===== src/rtl/ccc_setlen_capture_pkg.sv =====
// rtl/ccc_setlen_capture_pkg.sv - CCC codes and FSM state type for SETMWL/SETMRL capture (SETMRL_IBIL_EN adds BYTE_IBI)
package ccc_setlen_capture_pkg;

    localparam logic [7:0] CCC_SETMWL_BC  = 8'h09;
    localparam logic [7:0] CCC_SETMRL_BC  = 8'h0A;
    localparam logic [7:0] CCC_SETMWL_DIR = 8'h89;
    localparam logic [7:0] CCC_SETMRL_DIR = 8'h8A;

    typedef enum logic [2:0] {
        ST_IDLE,
        ST_WAIT_ADDR,
        ST_BYTE_HI,
        ST_BYTE_LO,
`ifdef SETMRL_IBIL_EN
        ST_BYTE_IBI,
`endif
        ST_DONE,
        ST_SKIP
    } setlen_state_e;

    // A frame cut short here leaves a length half-received.
    function automatic logic len_pending(setlen_state_e s);
        return (s == ST_BYTE_HI) || (s == ST_BYTE_LO);
    endfunction

endpackage


===== src/rtl/ccc_setlen_capture_if.sv =====
// rtl/ccc_setlen_capture_if.sv - byte receiver / config block signals of the SETMWL/SETMRL capture stage
interface ccc_setlen_capture_if;
    logic        ccc_valid_i;
    logic [7:0]  ccc_i;
    logic        addr_valid_i;
    logic [6:0]  addr_i;
    logic        addr_rnw_i;
    logic [6:0]  target_dyn_addr_i;
    logic        target_dyn_addr_valid_i;
    logic        byte_valid_i;
    logic [7:0]  byte_i;
    logic        byte_ready_o;
    logic        parity_err_i;
    logic        rstart_i;
    logic        stop_i;
    logic        set_mwl_o;
    logic        set_mrl_o;
    logic        set_ibil_o;
    logic [15:0] mwl_o;
    logic [15:0] mrl_o;
    logic [7:0]  ibil_o;
    logic        busy_o;
    logic        err_o;

    modport master (
        output ccc_valid_i, ccc_i, addr_valid_i, addr_i, addr_rnw_i,
               target_dyn_addr_i, target_dyn_addr_valid_i, byte_valid_i, byte_i,
               parity_err_i, rstart_i, stop_i,
        input  byte_ready_o, set_mwl_o, set_mrl_o, set_ibil_o, mwl_o, mrl_o,
               ibil_o, busy_o, err_o
    );

    modport slave (
        input  ccc_valid_i, ccc_i, addr_valid_i, addr_i, addr_rnw_i,
               target_dyn_addr_i, target_dyn_addr_valid_i, byte_valid_i, byte_i,
               parity_err_i, rstart_i, stop_i,
        output byte_ready_o, set_mwl_o, set_mrl_o, set_ibil_o, mwl_o, mrl_o,
               ibil_o, busy_o, err_o
    );
endinterface


===== src/rtl/ccc_setlen_capture.sv =====
// rtl/ccc_setlen_capture.sv - SETMWL/SETMRL payload capture; SETMRL_IBIL_EN enables the optional IBI length byte
module ccc_setlen_capture
    import ccc_setlen_capture_pkg::*;
#(
    parameter int MIN_LEN = 8
) (
    input logic                 clk_i,
    input logic                 rst_i,
    ccc_setlen_capture_if.slave bus
);

    localparam logic [15:0] MIN_LEN_W = 16'(MIN_LEN);

    setlen_state_e state;
    logic [7:0]    hi_q;
    logic          is_mrl_q;
    logic          is_dir_q;
    logic [15:0]   mwl_q;
    logic [15:0]   mrl_q;
    logic          set_mwl_q;
    logic          set_mrl_q;
    logic          err_q;
    logic          byte_ready;
    logic          take_byte;
    logic          in_byte_state;
    logic          addr_match;
    logic [15:0]   len_w;

    always_comb begin
        byte_ready = 1'b0;
        case (state)
            ST_BYTE_HI, ST_BYTE_LO, ST_DONE, ST_SKIP: byte_ready = 1'b1;
`ifdef SETMRL_IBIL_EN
            ST_BYTE_IBI:                              byte_ready = 1'b1;
`endif
            default:                                  byte_ready = 1'b0;
        endcase
    end

`ifdef SETMRL_IBIL_EN
    assign in_byte_state = len_pending(state) || (state == ST_BYTE_IBI);
`else
    assign in_byte_state = len_pending(state);
`endif

    // Frame terminators and parity errors outrank a coincident byte.
    assign take_byte  = bus.byte_valid_i && byte_ready && !bus.stop_i
                        && !bus.rstart_i && !bus.parity_err_i;
    assign addr_match = bus.target_dyn_addr_valid_i && !bus.addr_rnw_i
                        && (bus.addr_i == bus.target_dyn_addr_i);
    assign len_w      = {hi_q, bus.byte_i};

    always_ff @(posedge clk_i) begin
        if (rst_i) begin
            state     <= ST_IDLE;
            hi_q      <= '0;
            is_mrl_q  <= 1'b0;
            is_dir_q  <= 1'b0;
            mwl_q     <= '0;
            mrl_q     <= '0;
            set_mwl_q <= 1'b0;
            set_mrl_q <= 1'b0;
            err_q     <= 1'b0;
        end else begin
            set_mwl_q <= 1'b0;
            set_mrl_q <= 1'b0;
            err_q     <= 1'b0;
            if (state == ST_IDLE) begin
                if (bus.ccc_valid_i) begin
                    case (bus.ccc_i)
                        CCC_SETMWL_BC:  begin is_mrl_q <= 1'b0; is_dir_q <= 1'b0; state <= ST_BYTE_HI;   end
                        CCC_SETMRL_BC:  begin is_mrl_q <= 1'b1; is_dir_q <= 1'b0; state <= ST_BYTE_HI;   end
                        CCC_SETMWL_DIR: begin is_mrl_q <= 1'b0; is_dir_q <= 1'b1; state <= ST_WAIT_ADDR; end
                        CCC_SETMRL_DIR: begin is_mrl_q <= 1'b1; is_dir_q <= 1'b1; state <= ST_WAIT_ADDR; end
                        default:        state <= ST_IDLE;
                    endcase
                end
            end else if (bus.stop_i) begin
                err_q <= len_pending(state);
                state <= ST_IDLE;
            end else if (bus.rstart_i && state != ST_WAIT_ADDR) begin
                err_q <= len_pending(state);
                state <= is_dir_q ? ST_WAIT_ADDR : ST_IDLE;
            end else if (bus.parity_err_i && in_byte_state) begin
                err_q <= 1'b1;
                state <= ST_SKIP;
            end else if (state == ST_WAIT_ADDR) begin
                if (bus.addr_valid_i) state <= addr_match ? ST_BYTE_HI : ST_SKIP;
            end else if (take_byte) begin
                case (state)
                    ST_BYTE_HI: begin
                        hi_q  <= bus.byte_i;
                        state <= ST_BYTE_LO;
                    end
                    ST_BYTE_LO: begin
                        if (len_w >= MIN_LEN_W) begin
                            if (is_mrl_q) begin
                                mrl_q     <= len_w;
                                set_mrl_q <= 1'b1;
                            end else begin
                                mwl_q     <= len_w;
                                set_mwl_q <= 1'b1;
                            end
                        end else begin
                            err_q <= 1'b1;
                        end
`ifdef SETMRL_IBIL_EN
                        state <= is_mrl_q ? ST_BYTE_IBI : ST_DONE;
`else
                        state <= ST_DONE;
`endif
                    end
`ifdef SETMRL_IBIL_EN
                    ST_BYTE_IBI: state <= ST_DONE;
`endif
                    default: state <= state;
                endcase
            end
        end
    end

`ifdef SETMRL_IBIL_EN
    logic [7:0] ibil_q;
    logic       set_ibil_q;

    always_ff @(posedge clk_i) begin
        if (rst_i) begin
            ibil_q     <= '0;
            set_ibil_q <= 1'b0;
        end else begin
            set_ibil_q <= (state == ST_BYTE_IBI) && take_byte;
            if ((state == ST_BYTE_IBI) && take_byte) ibil_q <= bus.byte_i;
        end
    end

    assign bus.ibil_o     = ibil_q;
    assign bus.set_ibil_o = set_ibil_q;
`else
    assign bus.ibil_o     = 8'h00;
    assign bus.set_ibil_o = 1'b0;
`endif

    assign bus.byte_ready_o = byte_ready;
    assign bus.busy_o       = (state != ST_IDLE);
    assign bus.set_mwl_o    = set_mwl_q;
    assign bus.set_mrl_o    = set_mrl_q;
    assign bus.mwl_o        = mwl_q;
    assign bus.mrl_o        = mrl_q;
    assign bus.err_o        = err_q;

endmodule

===== src/flat_wrapper.sv =====
// flat-port wrapper written by rule: the top's interface ports become plain ports
module ccc_setlen_capture_flat import ccc_setlen_capture_pkg::*;
#(
    parameter int MIN_LEN = 8
)
  (clk_i, rst_i, bus_ccc_valid_i, bus_ccc_i, bus_addr_valid_i, bus_addr_i, bus_addr_rnw_i, bus_target_dyn_addr_i, bus_target_dyn_addr_valid_i, bus_byte_valid_i, bus_byte_i, bus_parity_err_i, bus_rstart_i, bus_stop_i, bus_byte_ready_o, bus_set_mwl_o, bus_set_mrl_o, bus_set_ibil_o, bus_mwl_o, bus_mrl_o, bus_ibil_o, bus_busy_o, bus_err_o);
  ccc_setlen_capture_if bus_i ();
  input logic clk_i;
  input logic rst_i;
  input wire logic [$bits(bus_i.ccc_valid_i)-1:0] bus_ccc_valid_i;
  input wire logic [$bits(bus_i.ccc_i)-1:0] bus_ccc_i;
  input wire logic [$bits(bus_i.addr_valid_i)-1:0] bus_addr_valid_i;
  input wire logic [$bits(bus_i.addr_i)-1:0] bus_addr_i;
  input wire logic [$bits(bus_i.addr_rnw_i)-1:0] bus_addr_rnw_i;
  input wire logic [$bits(bus_i.target_dyn_addr_i)-1:0] bus_target_dyn_addr_i;
  input wire logic [$bits(bus_i.target_dyn_addr_valid_i)-1:0] bus_target_dyn_addr_valid_i;
  input wire logic [$bits(bus_i.byte_valid_i)-1:0] bus_byte_valid_i;
  input wire logic [$bits(bus_i.byte_i)-1:0] bus_byte_i;
  input wire logic [$bits(bus_i.parity_err_i)-1:0] bus_parity_err_i;
  input wire logic [$bits(bus_i.rstart_i)-1:0] bus_rstart_i;
  input wire logic [$bits(bus_i.stop_i)-1:0] bus_stop_i;
  output wire logic [$bits(bus_i.byte_ready_o)-1:0] bus_byte_ready_o;
  output wire logic [$bits(bus_i.set_mwl_o)-1:0] bus_set_mwl_o;
  output wire logic [$bits(bus_i.set_mrl_o)-1:0] bus_set_mrl_o;
  output wire logic [$bits(bus_i.set_ibil_o)-1:0] bus_set_ibil_o;
  output wire logic [$bits(bus_i.mwl_o)-1:0] bus_mwl_o;
  output wire logic [$bits(bus_i.mrl_o)-1:0] bus_mrl_o;
  output wire logic [$bits(bus_i.ibil_o)-1:0] bus_ibil_o;
  output wire logic [$bits(bus_i.busy_o)-1:0] bus_busy_o;
  output wire logic [$bits(bus_i.err_o)-1:0] bus_err_o;
  assign bus_i.ccc_valid_i = bus_ccc_valid_i;
  assign bus_i.ccc_i = bus_ccc_i;
  assign bus_i.addr_valid_i = bus_addr_valid_i;
  assign bus_i.addr_i = bus_addr_i;
  assign bus_i.addr_rnw_i = bus_addr_rnw_i;
  assign bus_i.target_dyn_addr_i = bus_target_dyn_addr_i;
  assign bus_i.target_dyn_addr_valid_i = bus_target_dyn_addr_valid_i;
  assign bus_i.byte_valid_i = bus_byte_valid_i;
  assign bus_i.byte_i = bus_byte_i;
  assign bus_i.parity_err_i = bus_parity_err_i;
  assign bus_i.rstart_i = bus_rstart_i;
  assign bus_i.stop_i = bus_stop_i;
  assign bus_byte_ready_o = bus_i.byte_ready_o;
  assign bus_set_mwl_o = bus_i.set_mwl_o;
  assign bus_set_mrl_o = bus_i.set_mrl_o;
  assign bus_set_ibil_o = bus_i.set_ibil_o;
  assign bus_mwl_o = bus_i.mwl_o;
  assign bus_mrl_o = bus_i.mrl_o;
  assign bus_ibil_o = bus_i.ibil_o;
  assign bus_busy_o = bus_i.busy_o;
  assign bus_err_o = bus_i.err_o;
  ccc_setlen_capture #(.MIN_LEN(MIN_LEN)) u_core (.clk_i(clk_i), .rst_i(rst_i), .bus(bus_i));
endmodule

===== config.mk =====
export PLATFORM = sky130hd
export DESIGN_NAME = ccc_setlen_capture_flat
export DESIGN_NICKNAME = d
export VERILOG_FILES = /design/src/rtl/ccc_setlen_capture_pkg.sv /design/src/rtl/ccc_setlen_capture_if.sv /design/src/rtl/ccc_setlen_capture.sv /design/src/flat_wrapper.sv
export SDC_FILE = /design/constraint.sdc
export NUM_CORES = 1
export LEC_CHECK = 0
export ABC_CLOCK_PERIOD_IN_PS = 1750
export CORE_AREA = 8 8 84 86
export DETAILED_ROUTE_END_ITERATION = 7
export DIE_AREA = 0 0 92 94
export PLACE_DENSITY = 0.72
export SLEW_MARGIN = 10
export SYNTH_ARGS = -nofsm -noshare
export SYNTH_HDL_FRONTEND = slang
export SYNTH_SLANG_ARGS = --single-unit
export TNS_END_PERCENT = 10

===== constraint.sdc =====
create_clock -name clk_i -period 1.75 [get_ports clk_i]
set_input_delay 0.175 -clock clk_i [delete_from_list [all_inputs] [get_ports clk_i]]
set_output_delay 0.175 -clock clk_i [all_outputs]
set_load 0.005 [all_outputs]

* Word-level counts from Yosys, hierarchy flattened
Index checks and enable logic that the tools add are counted. Widths: inputs -> output; s select.
Word-level totals: register bits after elaboration 48, input port bits 40, logic and storage cells 88
Operators by class: $lt $le $gt $ge 1, equality and inequality tests 13, multiplexer cells 24, bitwise gates (word level) 9, reduce and logical (&&, ||, !) cells 32
Operators with widths (count):
- $mux 3 | 9
- $reduce_and 9->1 | 2
- $eq 8x4->1 const B | 2
- $eq 8x8->1 const B | 2
- $ge 16x4->1 const B | 1
- $mux 1 | 11
- $reduce_or 2->1 | 5
- $not 1->1 | 9
- $reduce_or 9->1 | 1
- $logic_and 1x1->1 | 8
- $eq 7x7->1 | 1
- $reduce_and 7->1 | 1
- $reduce_bool 7->1 | 1
- $eq 3x2->1 const B | 2
- $eq 3x3->1 const B | 2
- $ne 6x3->1 const B | 1
- $pmux 3 s2 | 1
- $reduce_and 3->1 | 2
- $reduce_bool 6->1 | 1
- $logic_not 1->1 | 4
- $pmux 1 s2 | 2
- $pmux 2 s2 | 1
- $reduce_and 4->1 | 1
- $reduce_bool 2->1 | 2
- other kinds (7) | 7

* Depth between registers and ports, before layout
depth after elaboration 13, gate-level depth with buffers 6, mapped depth without buffers 5

* Least setup slack after synthesis
No wires, ideal clock.
path kind input to register, start point in bus_stop_i, end point reg u_core.mwl_q[10], in the netlist u_core.bus.mwl_o[10], library setup time 0.128 ns, arrival 1.657 ns, path slack -0.034 ns, cell stages on the path 6, path buffers 1, cells stage by stage or4b_4 > nor3b_4 > nand4_4 > buf_6 > mux2i_1 > nor2_1
On the way: cells in the longest elaborated chain, start to end 5, elaborated cells between the ends (all ways) 6
Ends and longest elaborated chain:
- from (decl) | line flat_wrapper.sv:21 | input wire logic [$bits(bus_i.stop_i)-1:0] bus_stop_i;
- $logic_not 1->1 | line ccc_setlen_capture.sv:47 | assign take_byte = bus.byte_valid_i && byte_ready && !bus.stop_i
- $logic_and 1x1->1 | line ccc_setlen_capture.sv:47
- $logic_and 1x1->1 (2 in a row) | line ccc_setlen_capture.sv:48 | && !bus.rstart_i && !bus.parity_err_i;
- $reduce_and 9->1 (no source line) *
- to (signal assigned) | line ccc_setlen_capture.sv:101 | mwl_q <= len_w;
- to (decl) | line ccc_setlen_capture.sv:18 | logic [15:0] mwl_q;
Mark *: on every way between the ends. The rest lies on a longest branch, timed or not. A chain may end at the register's enable or synchronous reset.

* Worst setup path in the final report
start point in bus_rstart_i, end point reg u_core.hi_q[7]
On the way: cells in the longest elaborated chain, start to end 4, elaborated cells between the ends (all ways) 6
Ends and longest elaborated chain:
- from (decl) | line flat_wrapper.sv:20 | input wire logic [$bits(bus_i.rstart_i)-1:0] bus_rstart_i;
- $logic_not 1->1 | line ccc_setlen_capture.sv:48
- $logic_and 1x1->1 (2 in a row) | line ccc_setlen_capture.sv:48
- $reduce_and 7->1 (no source line) *
- to (signal assigned) | line ccc_setlen_capture.sv:92 | hi_q <= bus.byte_i;
- to (decl) | line ccc_setlen_capture.sv:15 | logic [7:0] hi_q;
Marked as above.

==> results.toml <==
[outcome]
status = "finished clean"

[global_route]
antenna_found_initial = 0
grt_pass1_vias = 1924
grt_max_degree = 33
grt_usage_pct = 12.8
overflow = 0
grt_pass1_wl_um = 9270

[power_and_ir_drop]
leakage_nw = 1.45
switchingPower_uw = 461
intPower_mw = 1.54
swShare_pct = 23.1
p_clk_share_pct = 30.4
seqPwrFrac_pct = 55.4
power.density_nw_per_um2 = 605
pwr-share-comb_pct = 14.1
irDropWorstVdd_uv = 534

[routing]
wl_um = 5650
ant_nets = 0
drc_errors = 0
via_per_inst = 4.76
drt_iter0_drc = 99
drtPass1Iterations = 5
num_vias = 1885
routedWlPerCell_um = 14.3

[cells_and_area]
area_growth_pct = 52.9
fin_cells = 396
nets = 361
drive_gt1_share_pct = 15.9
final_cell_mix = "72 x clkdlybuf4s50_1, 48 x nor2_1, 45 x dfxtp_1"
fin_area_um2 = 3300
num_antenna_cells = 0
fillers = 518
multi_input_area_um2 = 1110
layout_commonest_cell = "clkdlybuf4s50_1"
ff_latch_area_um2 = 965

[placement]
gp_congestion = 0.851
dp_hpwl_um = 4350
port_buffers = 76
dp_cells = 386
dp_slack_ns = -0.429
place_area_um2 = 3140

[sta]
setup_viol = 0
rsz0062_at_grt = "true"
hold_viol_final = 0
finalCritPeriodShare_pct = 98.1
slew_viol_final = 0
period_needed_ns = 1.72
fin_hold_ws_ns = 0.504
max_freq_mhz = 583
setup_ws_ns = 0.0339
fin_skew_ns = 0.0129

[floorplan]
dieWidth_um = 92
die_y_um = 94
coreArea_um2 = 5750
start_util_pct = 37.5
dieArea_um2 = 8650
rows = 28
num_io_pins = 86

[synthesis]
async_reset_ff_share_pct = 0
ys_warn_count = 0
yosysSeqAreaShare_pct = 44.5
synth_edf_count = 0
synth.avg_cell_area_um2 = 9.67
syn_inst = 223
ys.flop_type = "dfxtp_1"
synth-seq-cells = 48
synthDistinctLibCells = 40
netlist_area_um2 = 2160

[clocking]
cts_buffers = 5
hold_buffers = 0
cts_max_level = 2
cts_tree = "built"
clk_latency_ns = 0.29
clk_path_buf_depth = 2
cts_sinks = 48
cts.clk_slew.worst_paths_ns = 0.08
root_buffer = "clkbuf_8"

[critical_path]
reg2reg_from = "u_core.state[2]"
critical_path_class = "input pin to flop"
worst_setup_path_start_kind = "input pin"
r2r_slack_ns = 0.03
crit_path_start = "bus_rstart_i"
worst-endpoint-required_ns = 1.93
worstPathCellList = "dlygate4sd2_1 > or4b_4 > nor3b_4 > buf_4 > and2_4 > buf_12 > mux2i_1 > nor2_1"
cp_slowest_cell = "or4b_4"
cpPeakStageDelay_ns = 0.56
r2r_end = "u_core.state[2]"
critical_path_arrival_ns = 1.90
r2r_cells = 5
worstPathMaxFanout = 8
end_kind = "flop"

[hold_path]
hold_depth = 2
hold_class = "flop to flop"
hold_end = "u_core.bus.mrl_o[12]"
min-delay-start = "u_core.bus.mrl_o[12]"

[run]
maxCapViolCount = 0
registers in the layout, summed over array words and instances, names as in the netlist:
signal                cells
u_core.is_dir_q           1
u_core.is_mrl_q           1
u_core.hi_q               8
u_core.state              3
u_core.bus.err_o          1
u_core.bus.mwl_o         16
u_core.bus.set_mrl_o      1
u_core.bus.mrl_o         16
u_core.bus.set_mwl_o      1
kinds of logic after synthesis:
family	after synthesis	synth area share (%)
compound gates	20	6.61
flops	48	44.5
mux	40	18.6
xor+xnor	8	3.25
simple gates	81	20.0
buf+inv	25	6.84
other cells	1	0.174
per-layer routing:
metal  routed length, µm  global-route usage (%)  vias up  part of all wire (%)
met3                 315                    3.12        6                   5.6
met4                  57                    4.16        0                   1.0
met5                   0                       0        -                     0
li1                    -                       -      947                     -
met2                2920                    21.9       52                    52
met1                2360                    15.5      880                    42
worst max-delay path: cells and delay by family:
family / cells / cell delay [ns]
mux: 1 / 0.21
simple gates: 4 / 1.00
buf+inv: 3 / 0.52
what timing repair did:
| action | in CTS | in global routing |
|---|---|---|
| resized for setup | 11 | 6 |
| buffers inserted | 2 | 0 |
| gates cloned | 1 | 0 |
| pin swaps | 5 | 1 |
| setup endpoints to repair | 44 | 15 |
how the worst max path moves through the flow:
stage / slack, ns / end / cells past startpoint
final: 0.03 / u_core.hi_q[7] / 8
after global routing: -0.04 / u_core.state[2] / 8
after CTS: 0.005 / bus_busy_o / 4
after detailed placement: -0.43 / u_core.bus.mrl_o[0] / 8
after global placement: -0.39 / u_core.bus.mrl_o[2] / 8
after floorplan: -0.03 / u_core.bus.mwl_o[10] / 6
synthesized netlist by cell type, types with 2 or more instances:
cell type | instances | area [µm²]
nand4_4 | 2 | 42.5
dfxtp_1 | 48 | 961
nor3_1 | 4 | 20.0
nand4_1 | 3 | 18.8
xnor2_1 | 7 | 61.3
nor2_1 | 48 | 180
nor2b_1 | 2 | 12.5
nor4_1 | 4 | 25.0
o21ai_0 | 6 | 30.0
nor4b_1 | 2 | 17.5
nand2_1 | 3 | 11.3
mux2i_1 | 40 | 400
nor3b_1 | 2 | 15.0
clkbuf_1 | 6 | 22.5
buf_4 | 10 | 75.1
inv_1 | 6 | 22.5
buf_6 | 2 | 22.5
nand2b_1 | 4 | 25.0
a21oi_1 | 3 | 15.0
power groups by stage:
| stage | registers, mW | logic, mW | clock network, mW |
|---|---|---|---|
| floorplan | 1.13 | 0.117 | 0 |
| global placement | 1.13 | 0.271 | 0 |
| detailed placement | 1.13 | 0.272 | 0 |
| CTS | 1.11 | 0.277 | 0.625 |
| global route | 1.11 | 0.305 | 0.673 |
| finish | 1.11 | 0.282 | 0.608 |
per-stage QoR:
step | power (mW) | TNS, ns | util (%)
final | 2.00 | 0 | 57.4
after floorplan | 1.24 | -0.586 | -
after global placement | 1.40 | -15.96 | 54.6
after detailed placement | 1.40 | -16.90 | 54.6
after global routing | 2.09 | -0.111 | 57.4
after CTS | 2.01 | 0 | 57.1
layout make-up:
cell class                      instances  area share (%)
Sequential cell                        48            29.2
Multi-Input combinational cell        158            33.7
Timing Repair Buffer                  102            31.1
Clock inverter                          2           0.379
Clock buffer                            5            2.09
Tap cell                               75            2.85
Inverter                                6           0.683
No activity file was read; power rests on OpenSTA's default activity.
